`src/rtl/led_ctrl_if.sv`:
```
// led_ctrl_if: femtorv32 memory bus slice for the LED region.
// The master drives the request and the slave answers with read data.
interface led_ctrl_if;
    logic        sel;
    logic [31:0] mem_addr;
    logic [31:0] mem_wdata;
    logic [3:0]  mem_wmask;
    logic        mem_rstrb;
    logic [31:0] mem_rdata;
    logic        mem_rbusy;
    logic        mem_wbusy;

    modport master (
        output sel,
        output mem_addr,
        output mem_wdata,
        output mem_wmask,
        output mem_rstrb,
        input  mem_rdata,
        input  mem_rbusy,
        input  mem_wbusy
    );

    modport slave (
        input  sel,
        input  mem_addr,
        input  mem_wdata,
        input  mem_wmask,
        input  mem_rstrb,
        output mem_rdata,
        output mem_rbusy,
        output mem_wbusy
    );
endinterface

```
`src/rtl/led_ctrl.sv`:
```
// led_ctrl: LED data register plus per-LED blink engine.
// Registers: DATA, BLINK, PERIOD and a read-only STATUS word.
module led_ctrl #(
    parameter int NUM_LEDS = 8,
    parameter int PERIOD_W = 24
) (
    input  logic                clk,
    input  logic                resetn,
    led_ctrl_if.slave           bus,
    output logic [NUM_LEDS-1:0] leds
);

    localparam logic [1:0] OFF_DATA   = 2'd0;
    localparam logic [1:0] OFF_BLINK  = 2'd1;
    localparam logic [1:0] OFF_PERIOD = 2'd2;
    localparam logic [1:0] OFF_STATUS = 2'd3;

    logic [NUM_LEDS-1:0] data_q;
    logic [NUM_LEDS-1:0] blink_q;
    logic [PERIOD_W-1:0] period_q;
    logic [PERIOD_W-1:0] cnt_q;
    logic                phase_q;
    logic [15:0]         tcount_q;
    logic [31:0]         rdata_q;
    logic [31:0]         rd_val;

    logic [1:0] off;
    logic       wr;
    logic       rd;
    logic       period_wr;
    logic       unused_bits;

    assign off       = bus.mem_addr[3:2];
    assign wr        = bus.sel && (bus.mem_wmask != 4'd0);
    assign rd        = bus.sel && bus.mem_rstrb;
    assign period_wr = wr && (off == OFF_PERIOD);

    assign unused_bits = ^{bus.mem_addr[31:4], bus.mem_addr[1:0]};

    assign bus.mem_rdata = rdata_q;
    assign bus.mem_rbusy = 1'b0;
    assign bus.mem_wbusy = 1'b0;

    // Byte-lane merge of write data over the current register value.
    function automatic logic [31:0] merge(
        input logic [31:0] cur,
        input logic [31:0] wd,
        input logic [3:0]  m
    );
        logic [31:0] r;
        r = cur;
        for (int b = 0; b < 4; b++) begin
            if (m[b]) r[8*b +: 8] = wd[8*b +: 8];
        end
        return r;
    endfunction

    // Read mux: select the addressed register, zero-extended.
    always_comb begin
        rd_val = '0;
        unique case (off)
            OFF_DATA:   rd_val = 32'(data_q);
            OFF_BLINK:  rd_val = 32'(blink_q);
            OFF_PERIOD: rd_val = 32'(period_q);
            OFF_STATUS: rd_val = {tcount_q, 15'd0, phase_q};
        endcase
    end

    // Register file writes; STATUS is read-only.
    always_ff @(posedge clk or negedge resetn) begin
        if (!resetn) begin
            data_q   <= '0;
            blink_q  <= '0;
            period_q <= '0;
        end else if (wr) begin
            if (off == OFF_DATA)
                data_q <= NUM_LEDS'(merge(32'(data_q), bus.mem_wdata,
                                          bus.mem_wmask));
            if (off == OFF_BLINK)
                blink_q <= NUM_LEDS'(merge(32'(blink_q), bus.mem_wdata,
                                           bus.mem_wmask));
            if (off == OFF_PERIOD)
                period_q <= PERIOD_W'(merge(32'(period_q), bus.mem_wdata,
                                            bus.mem_wmask));
        end
    end

    // Blink engine; a PERIOD write restarts the half-period from zero.
    always_ff @(posedge clk or negedge resetn) begin
        if (!resetn) begin
            cnt_q    <= '0;
            phase_q  <= 1'b0;
            tcount_q <= '0;
        end else if (period_wr || period_q == '0) begin
            cnt_q   <= '0;
            phase_q <= 1'b0;
        end else if (cnt_q == period_q) begin
            cnt_q    <= '0;
            phase_q  <= ~phase_q;
            tcount_q <= tcount_q + 16'd1;
        end else begin
            cnt_q <= cnt_q + PERIOD_W'(1);
        end
    end

    // Read data is a one-cycle pulse after a selected strobe.
    always_ff @(posedge clk or negedge resetn) begin
        if (!resetn) rdata_q <= '0;
        else if (rd)  rdata_q <= rd_val;
        else          rdata_q <= '0;
    end

    // Registered LED drive.
    always_ff @(posedge clk or negedge resetn) begin
        if (!resetn) leds <= '0;
        else         leds <= data_q ^ (blink_q & {NUM_LEDS{phase_q}});
    end

endmodule

```
`src/flat_wrapper.sv`:
```
// flat-port wrapper written by rule: the top's interface ports become plain ports
module led_ctrl_flat 
#(
    parameter int NUM_LEDS = 8,
    parameter int PERIOD_W = 24
)
  (clk, resetn, leds, bus_sel, bus_mem_addr, bus_mem_wdata, bus_mem_wmask, bus_mem_rstrb, bus_mem_rdata, bus_mem_rbusy, bus_mem_wbusy);
  led_ctrl_if bus_i ();
  input  logic clk;
  input  logic resetn;
  output logic [NUM_LEDS-1:0] leds;
  input wire logic [$bits(bus_i.sel)-1:0] bus_sel;
  input wire logic [$bits(bus_i.mem_addr)-1:0] bus_mem_addr;
  input wire logic [$bits(bus_i.mem_wdata)-1:0] bus_mem_wdata;
  input wire logic [$bits(bus_i.mem_wmask)-1:0] bus_mem_wmask;
  input wire logic [$bits(bus_i.mem_rstrb)-1:0] bus_mem_rstrb;
  output wire logic [$bits(bus_i.mem_rdata)-1:0] bus_mem_rdata;
  output wire logic [$bits(bus_i.mem_rbusy)-1:0] bus_mem_rbusy;
  output wire logic [$bits(bus_i.mem_wbusy)-1:0] bus_mem_wbusy;
  assign bus_i.sel = bus_sel;
  assign bus_i.mem_addr = bus_mem_addr;
  assign bus_i.mem_wdata = bus_mem_wdata;
  assign bus_i.mem_wmask = bus_mem_wmask;
  assign bus_i.mem_rstrb = bus_mem_rstrb;
  assign bus_mem_rdata = bus_i.mem_rdata;
  assign bus_mem_rbusy = bus_i.mem_rbusy;
  assign bus_mem_wbusy = bus_i.mem_wbusy;
  led_ctrl #(.NUM_LEDS(NUM_LEDS), .PERIOD_W(PERIOD_W)) u_core (.clk(clk), .resetn(resetn), .bus(bus_i), .leds(leds));
endmodule
```
`config.mk`:
```
export PLATFORM = sky130hd
export DESIGN_NAME = led_ctrl_flat
export DESIGN_NICKNAME = d
export VERILOG_FILES = /design/src/rtl/led_ctrl_if.sv /design/src/rtl/led_ctrl.sv /design/src/flat_wrapper.sv
export SDC_FILE = /design/constraint.sdc
export NUM_CORES = 1
export LEC_CHECK = 0
export CAP_MARGIN = 10
export CORE_ASPECT_RATIO = 1.2
export CORE_MARGIN = 5
export CORE_UTILIZATION = 30
export DETAILED_ROUTE_END_ITERATION = 10
export HOLD_SLACK_MARGIN = 0.06
export SKIP_CTS_REPAIR_TIMING = 1
export SYNTH_ARGS = -nofsm -noshare
export SYNTH_HDL_FRONTEND = slang
export SYNTH_SLANG_ARGS = --single-unit
```
`constraint.sdc`:
```
create_clock -name clk -period 1.84 [get_ports clk]
set_input_delay 0.276 -clock clk [delete_from_list [all_inputs] [get_ports clk]]
set_output_delay 0.276 -clock clk [all_outputs]
set_load 0.05 [all_outputs]
```
Yosys cells after proc, flatten, opt, wreduce, memory -nomap -nowiden
Cells that the tools add are included.
{ "op_classes": {"n_addsub": 2, "eq_ne": 4, "mux": 6, "bitwise_logic": 4, "reduce_logical": 14} }
{ "ops": {"columns": ["op", "n"], "rows": [
  ["$pmux 32 s4", 1],
  ["$mux 24", 2],
  ["$mux 32", 1],
  ["$add 24x1->24 const B", 1],
  ["$eq 24x24->1", 1],
  ["$logic_not 24->1", 1],
  ["$add 16x1->16 const B", 1],
  ["$reduce_and 3->1", 5],
  ["$and 8x8->8", 1],
  ["$xor 8x8->8", 1],
  ["$eq 2x2->1 const B", 2],
  ["$reduce_bool 4->1", 1],
  ["$logic_and 1x1->1", 3],
  ["$eq 2x1->1 const B", 1],
  ["$logic_not 2->1", 1],
  ["$mux 1", 2],
  ["$not 1->1", 2],
  ["$reduce_and 2->1", 1],
  ["$reduce_bool 2->1", 1],
  ["$logic_or 1x1->1", 1]
]} }
{ "word_totals": {"regBits": 121, "inputBits": 72, "word_cells": 40} }

Longest topological paths before layout
Gate-level depths: netlist of the first run.
{ "depth": {"depth_word": 6, "ltp_mapped": 10} }

Worst setup path after synthesis of the first run
Ideal clock, no wire load.
{ "synth_timing": {"path_type": "input port to flip-flop", "from": "input port bus_mem_wmask[1]", "to": "register u_core.tcount_q[12]", "setup_time_ps": 79, "arrival_ps": 1874, "t_required_ps": 1761, "slack_ps": -113, "stages": 8, "path_buffers": 2, "cell_sequence": "or4_1 and3_1 buf_2 a31oi_4 nand3_4 buf_6 nor3_1 xor2_1"} }
{ "synth_between": {"elab_chain_len": 6} }
{ "synth_rtl": {"columns": ["element", "line", "rtl"], "rows": [
  ["start: declaration", "flat_wrapper.sv:15", "input wire logic [$bits(bus_i.mem_wmask)-1:0] bus_mem_wmask;"],
  ["$reduce_bool 4->1", "led_ctrl.sv:34", "assign wr = bus.sel && (bus.mem_wmask != 4'd0);"],
  ["$logic_and 1x1->1", "led_ctrl.sv:34", null],
  ["$logic_and 1x1->1", "led_ctrl.sv:36", "assign period_wr = wr && (off == OFF_PERIOD);"],
  ["$logic_or 1x1->1", "led_ctrl.sv:94", "end else if (period_wr || period_q == '0) begin"],
  ["$not 1->1 (no source line)", null, null],
  ["$reduce_and 2->1 (no source line)", null, null],
  ["end signal: assignment", "led_ctrl.sv:100", "tcount_q <= tcount_q + 16'd1;"],
  ["end: declaration", "led_ctrl.sv:23", "logic [15:0] tcount_q;"]
]} }
No other way between the ends.
A chain may end at the register's enable or synchronous reset.

Worst setup path after layout of the first run
{ "layout_timing": {"from": "register u_core.period_q[20]", "to": "register u_core.tcount_q[9]"} }
{ "layout_between": {"elab_chain_len": 4} }
{ "layout_rtl": {"columns": ["element", "line", "rtl"], "rows": [
  ["start: declaration", "led_ctrl.sv:20", "logic [PERIOD_W-1:0] period_q;"],
  ["start signal: assignment", "led_ctrl.sv:83", "period_q <= PERIOD_W'(merge(32'(period_q), bus.mem_wdata,"],
  ["$logic_not 24->1", "led_ctrl.sv:94", null],
  ["$logic_or 1x1->1", "led_ctrl.sv:94", null],
  ["$not 1->1 (no source line)", null, null],
  ["$reduce_and 2->1 (no source line) *", null, null]
]} }
Mark *: on every way between the ends. The rest lies on a longest branch, timed or not.

==> results.py, run 1 <==
metrics = {
    "critical_path": {
        "timing.rr.end": "u_core.tcount_q[9]$_DFFE_PN0P_",
        "cp.required_ns": 2.18,
        "worstPathMaxFanout": 7,
        "worstSetupStartpointType": "flip-flop",
        "critical_path.endpoint_type": "flip-flop",
        "rr_worst_depth": 7,
        "timing.rr.start": "u_core.period_q[20]$_DFFE_PN0P_",
        "worstPathArrival_ns": 2.38,
        "crit_start": "u_core.period_q[20]$_DFFE_PN0P_",
        "r2r_slack_ns": -0.20,
        "path_class": "flip-flop to flip-flop",
    },
    "cells_and_area": {
        "finalNonFillerCells": 835,
        "fillerInstances": 1591,
        "area_delta_synth_final_pct": 44.92,
        "drive_above_1_share_pct": 34.31,
        "final_nets": 676,
        "finalInstanceArea_um2": 7650,
        "n_antenna_cell": 0,
    },
    "floorplanning": {
        "die_width_um": 131.1,
        "dieHeight_um": 155.3,
        "io_pins": 114,
        "initial_core_util_pct": 30.27,
        "dieArea_um2": 20360,
        "core_um2": 17440,
        "fp-row-count": 53,
    },
    "sta": {
        "min_period_ns": 2.035,
        "hold_viol": 0,
        "setup_viol": 36,
        "worst_pin_slew_ns": 0.5101,
        "fmax_mhz": 491.3,
        "finClkSkew_ns": 0.01351,
        "rsz0062_at_grt": "true",
        "period_share_pct": 110.6,
        "slew_headroom_pct": 65.94,
        "timing.hold.ws_ns": 0.3125,
        "slew_violations": 0,
        "setup_ws_ns": -0.1953,
    },
    "clock_tree": {
        "clock_sinks": 121,
        "cts_buffer_depth": 2,
        "clock-root-buffer": "clkbuf_16",
        "h-tree-depth": 4,
        "path_clk_slew_ns": 0.06,
        "clock_latency_ns": 0.42,
        "cts_buffers": 17,
        "cts_tree": "yes",
    },
    "logic_synthesis": {
        "yosys_warnings": 0,
        "synthFlopType": "dfrtp_1",
        "ys_top_cells_by_count": "dfrtp_1 (121), nor2_1 (59), xnor2_1 (43), mux2_2 (41), nand2_1 (28)",
        "synth.avg_cell_area_um2": 11.86,
        "synth-seq-cells": 121,
        "ys_seq_area_share_pct": 57.36,
        "synth_edf_count": 0,
        "synthArstFlopShare_pct": 100.0,
        "syn_inst": 445,
        "synth.cell_area_um2": 5279,
        "synth_area_leader_cell": "dfrtp_1",
        "yosys-top-cells-area": "dfrtp_1 (57%), mux2_2 (8.7%), xnor2_1 (7.1%)",
        "synth_most_common_cell": "dfrtp_1",
        "synth.top_cell.area_share_pct": 57.36,
        "ys_types": 31,
    },
    "global_route": {
        "grt_pass1_vias": 4166,
        "grt_usage_pct": 13.49,
        "grt_first_pass_wirelength_um": 21030,
        "grt_overflow_total": 0,
        "antenna_found_initial": 0,
        "grt_max_degree": 47,
    },
    "place": {
        "dpl-instance-area_um2": 6745,
        "dp_hpwl_um": 9574,
        "dp_cells": 793,
        "pre_cts_ws_ns": -0.6945,
        "port_buffers": 73,
        "gp_congestion": 0.8544,
    },
    "drt": {
        "drt_pre_antenna_iters": 4,
        "wl_met3_um": 592,
        "highest_layer": "met4",
        "post-route-drc-count": 0,
        "met1_length_um": 5343,
        "dr_total_vias": 3890,
        "vias_per_cell": 4.659,
        "drtIter0Drc": 214,
        "wl_um": 13620,
        "wl_per_cell_um": 16.32,
        "dr_wl_met2_um": 7306,
        "ant_nets": 0,
    },
    "flow_run": {
        "cap_violations": 0,
    },
    "power_and_ir_drop": {
        "p_leak_nw": 3.737,
        "ir_drop_mv": 0.6985,
        "power_density_nw_per_um2": 1072,
        "power_mw": 8.199,
    },
    "outcome": {
        "violations": "negative setup slack",
        "outcome": "finished, violations left",
    },
    "worst_hold_path": {
        "hold_path_class": "input port to asynchronous set/reset pin",
    },
}
-- cell families (layout without fill, tap and decap cells) --
family	count (synthesis)	count (layout)	synth area share, %
compound gates	9	9	1.161
flops	121	121	57.36
other cells	1	2	0.07104
xor+xnor	69	69	11.45
simple gates	170	171	16.00
fa+ha+maj	2	2	0.4740
mux	57	57	12.02
buf+inv	16	184	1.469
-- stage by stage --
stage	utilization (%)	setup TNS [ns]
floorplan	-	-0.6684
global placement	38.68	-30.35
detailed placement	38.68	-34.59
CTS	42.02	-10.76
global route	43.86	-4.168
finish	43.86	-1.533
-- state kept, by name, indices dropped and copies added (netlist names) --
signal and count:
u_core.phase_q 1, u_core.leds 8, u_core.bus.mem_rdata 32, u_core.period_q 24, u_core.blink_q 8, u_core.data_q 8
u_core.cnt_q 24, u_core.tcount_q 16
-- worst max-delay path, cell delays in order, from the launching register on --
cell and delay (ns):
dfrtp_1 0.41, xnor2_2 0.22, nand4_1 0.18, nor4_4 0.30
buf_6 0.17, nand3_4 0.14, nor4_2 0.36, xor2_1 0.18
-- worst max-delay path by stage --
stage                                           end  slack [ns]  depth (start not counted)
finish               u_core.tcount_q[9]$_DFFE_PN0P_       -0.20                          7
global route         u_core.tcount_q[9]$_DFFE_PN0P_       -0.22                          7
CTS                  u_core.tcount_q[1]$_DFFE_PN0P_       -0.30                          7
detailed placement   u_core.tcount_q[9]$_DFFE_PN0P_       -0.69                          7
global placement     u_core.tcount_q[9]$_DFFE_PN0P_       -0.59                          7
floorplan           u_core.tcount_q[12]$_DFFE_PN0P_       -0.07                          8
-- cell usage in the layout (no fill, tap or decap), types with 11 or more instances in the layout --
cell             netlist  final
nand3_1               20     19
xor2_1                26     26
clkdlybuf4s50_1        0     31
nor2_1                59     58
dlymetal6s2s_1         0     11
dfrtp_1              121    120
and3_1                20     18
mux2_2                41     41
nand2_1               28     23
xnor2_1               43     38
mux2i_1               15     15
buf_4                  2     94
clkbuf_16              0     19
nand4_1               11     11
-- where the power goes --
group / internal, mW / switching [mW]
combinational: 0.827 / 0.802
clock: 1.91 / 1.36
sequential: 2.99 / 0.307
-- per-layer routing --
layer	vias up	track usage, %
met2	86	23.16
met4	0	6.173
met5	-	0
met1	1951	15.64
li1	1831	-
met3	22	3.331
-- final cells by class --
cell class,instances,area (um2),area share (%)
Clock buffer,17,425.4,5.561
Multi-Input combinational cell,310,2374,31.03
Inverter,3,11.26,0.1472
Timing Repair Buffer,149,1378,18.01
Clock inverter,15,157.7,2.061
Sequential cell,121,3029,39.60
Tap cell,220,275.3,3.598
Note: power is estimated with default switching activity, not from simulation.
==> inputs of run 2 (changes only) <==
--- a/config.mk
+++ b/config.mk
@@ -5,6 +5,7 @@
 export SDC_FILE = /design/constraint.sdc
 export NUM_CORES = 1
 export LEC_CHECK = 0
+export ABC_AREA = 1
 export CAP_MARGIN = 10
 export CORE_ASPECT_RATIO = 1.2
 export CORE_MARGIN = 5
==> run 2 against run 1 <==
The flow now finishes without violations. Synthesized cell count increased by 61%. Final cell count grew 32%. Via count up 26%. Largest power group is now the clock network.
==> results.py, run 2 <==
metrics = {
    "critical_path": {
        "timing.rr.start": "u_core.cnt_q[0]$_DFF_PN0_",
        "path_class": "flip-flop to primary output",
        "rr_worst_depth": 11,
        "cpPeakStageDelay_ns": 0.79,
        "critical_path.endpoint_type": "primary output",
        "worstSetupStartpointType": "flip-flop",
        "r2r_slack_ns": 0.15,
        "cp_num_buf_inv": 1,
        "timing.rr.end": "u_core.cnt_q[18]$_DFF_PN0_",
        "cp_cell_sequence": "clkdlybuf4s50_1",
        "worstPathMaxFanout": 1,
        "cp.required_ns": 1.56,
        "worstPathArrival_ns": 1.53,
        "cp_top_family": "buffers and inverters",
        "cpMaxStageDelayCell": "clkdlybuf4s50_1",
    },
    "floorplanning": {
        "core_um2": 19410,
        "dieArea_um2": 22430,
        "initial_core_util_pct": 30.18,
        "die_width_um": 137.6,
        "io_pins": 114,
        "dieHeight_um": 163.1,
        "fp-row-count": 56,
    },
    "place": {
        "dp_cells": 1067,
        "dpl-instance-area_um2": 7136,
        "dp_hpwl_um": 11100,
        "gp_congestion": 0.8530,
        "port_buffers": 73,
    },
    "logic_synthesis": {
        "synth_xor_area_share_pct": 7.776,
        "synthFlopType": "dfrtp_1",
        "synth_edf_count": 0,
        "synth.avg_cell_area_um2": 8.191,
        "yosys-top-cells-area": "dfrtp_1 (52%), nand2_1 (14%), nor2_1 (6.2%)",
        "synth.top_cell.area_share_pct": 51.70,
        "ys_top_cells_by_count": "nand2_1 (221), dfrtp_1 (121), nor2_1 (97), inv_1 (61), o21ai_0 (31)",
        "synth_fa_ha_area_share_pct": 0.4273,
        "synth_most_common_cell": "nand2_1",
        "synthArstFlopShare_pct": 100.0,
        "synth_mux_area_share_pct": 1.538,
        "ys_seq_area_share_pct": 51.70,
        "syn_inst": 715,
        "synth_area_leader_cell": "dfrtp_1",
        "yosys_warnings": 0,
        "synth_compound_area_share_pct": 4.422,
        "synthSimpleGateAreaFrac_pct": 27.94,
        "synth.cell_area_um2": 5857,
        "ys_types": 29,
        "synth_top_family_by_area": "simple AND/OR/NAND/NOR gates",
        "synth-seq-cells": 121,
    },
    "global_route": {
        "grt_first_pass_wirelength_um": 24410,
        "grt_pass1_vias": 4769,
        "grt_max_degree": 43,
        "antenna_found_initial": 0,
        "grt_usage_pct": 13.91,
        "grt_overflow_total": 0,
    },
    "drt": {
        "drt_pre_antenna_iters": 5,
        "wl_per_cell_um": 13.61,
        "drtIter0Drc": 492,
        "ant_nets": 0,
        "dr_total_vias": 4889,
        "wl_um": 14970,
        "post-route-drc-count": 0,
        "vias_per_cell": 4.445,
    },
    "clock_tree": {
        "clock_latency_ns": 0.41,
        "cts_buffers": 17,
        "clock-root-buffer": "clkbuf_16",
        "h-tree-depth": 4,
        "cts_tree": "yes",
        "cts_buffer_depth": 2,
        "clock_sinks": 121,
        "path_clk_slew_ns": 0.05,
    },
    "cells_and_area": {
        "final_nets": 900,
        "finalNonFillerCells": 1100,
        "drive_above_1_share_pct": 10.73,
        "final_cell_mix": "nand2_1 (221), dfrtp_1 (119), nor2_1 (97), inv_1 (61), clkdlybuf4s50_1 (38)",
        "largest_register_ffs": 32,
        "area_delta_synth_final_pct": 34.07,
        "fillerInstances": 1951,
        "final_common_cell": "nand2_1",
        "finalInstanceArea_um2": 7853,
        "fin_util_pct": 40.46,
        "n_antenna_cell": 0,
    },
    "sta": {
        "slew_violations": 0,
        "worst_pin_slew_ns": 0.5467,
        "slew_headroom_pct": 63.49,
        "period_share_pct": 98.28,
        "hold_viol": 0,
        "setup_viol": 0,
        "rsz0062_at_grt": "false",
        "finClkSkew_ns": 0.007685,
        "min_period_ns": 1.808,
        "tns_ns": 0,
        "fmax_mhz": 553.0,
    },
    "flow_run": {
        "cap_violations": 0,
    },
    "power_and_ir_drop": {
        "p_leak_nw": 4.127,
        "power_density_nw_per_um2": 1011,
        "ir_drop_mv": 0.6357,
    },
    "outcome": {
        "outcome": "complete, no violations",
    },
    "worst_hold_path": {
        "hold_path_class": "input port to asynchronous set/reset pin",
    },
}
[run 2: cell types whose count changed in the layout (fill, tap and decap cells not counted), sizes merged, moves of 30 or more]
cell	change
buf	-67
nand2	+194
mux2	-33
nor2	+46
o21ai	+30
inv	+56
[run 2: cell type report]
cell class                      instances  area (um2)  area share (%)
Clock inverter                          8       142.6           1.816
Clock buffer                           24       471.7           6.007
Multi-Input combinational cell        507        2479           31.56
Sequential cell                       121        3030           38.59
Inverter                               69       259.0           3.298
Tap cell                              261       326.6           4.159
Timing Repair Buffer                  110        1144           14.56
[run 2: how the worst max path moves through the flow]
stage	startpoint	to	depth (start not counted)	slack [ns]
2_1_floorplan	u_core.cnt_q[0]$_DFF_PN0_	u_core.cnt_q[18]$_DFF_PN0_	11	0.29
3_3_place_gp	bus_mem_wmask[2]	u_core.tcount_q[2]$_DFFE_PN0P_	11	-0.0006
3_5_place_dp	bus_mem_wmask[1]	u_core.tcount_q[11]$_DFFE_PN0P_	11	-0.04
4_1_cts	u_core.bus.mem_rdata[8]$_DFF_PN0_	bus_mem_rdata[8]	1	-0.02
5_1_grt	u_core.bus.mem_rdata[16]$_DFF_PN0_	bus_mem_rdata[16]	1	0.002
6_report	u_core.bus.mem_rdata[16]$_DFF_PN0_	bus_mem_rdata[16]	1	0.03
[run 2: per-layer routing]
metal	vias to the layer above	global-route usage, %	routed length, um
li1	2467	-	-
met1	2308	17.91	6596
met2	100	23.40	7593
met3	14	2.803	589
met4	0	4.401	189
met5	-	0	0
[run 2: per-stage QoR]
| stage | power (mW) | worst slack [ns] | hold slack (ns) |
|---|---|---|---|
| 2_1_floorplan | 3.999 | 0.2852 | -0.01959 |
| 3_3_place_gp | 4.486 | -0.0006469 | 0.2591 |
| 3_5_place_dp | 4.510 | -0.03942 | 0.2586 |
| 4_1_cts | 8.012 | -0.01550 | -0.1821 |
| 5_1_grt | 8.312 | 0.001739 | 0.4100 |
| 6_report | 7.936 | 0.03164 | 0.3550 |
[run 2: cell families (layout without fill, tap and decap cells)]
group           count (synthesis)  after routing
simple gates                  393            393
flops                         121            121
buf+inv                        88            211
xor+xnor                       52             52
compound gates                 50             50
mux                             8              8
fa+ha+maj                       2              2
other cells                     1              2
[run 2: report_power, final]
group          total [mW]  internal, mW  switching, mW
clock                3.48          2.33           1.15
combinational        1.21         0.503          0.704
sequential           3.25          2.95          0.301
total                7.94          5.78           2.15
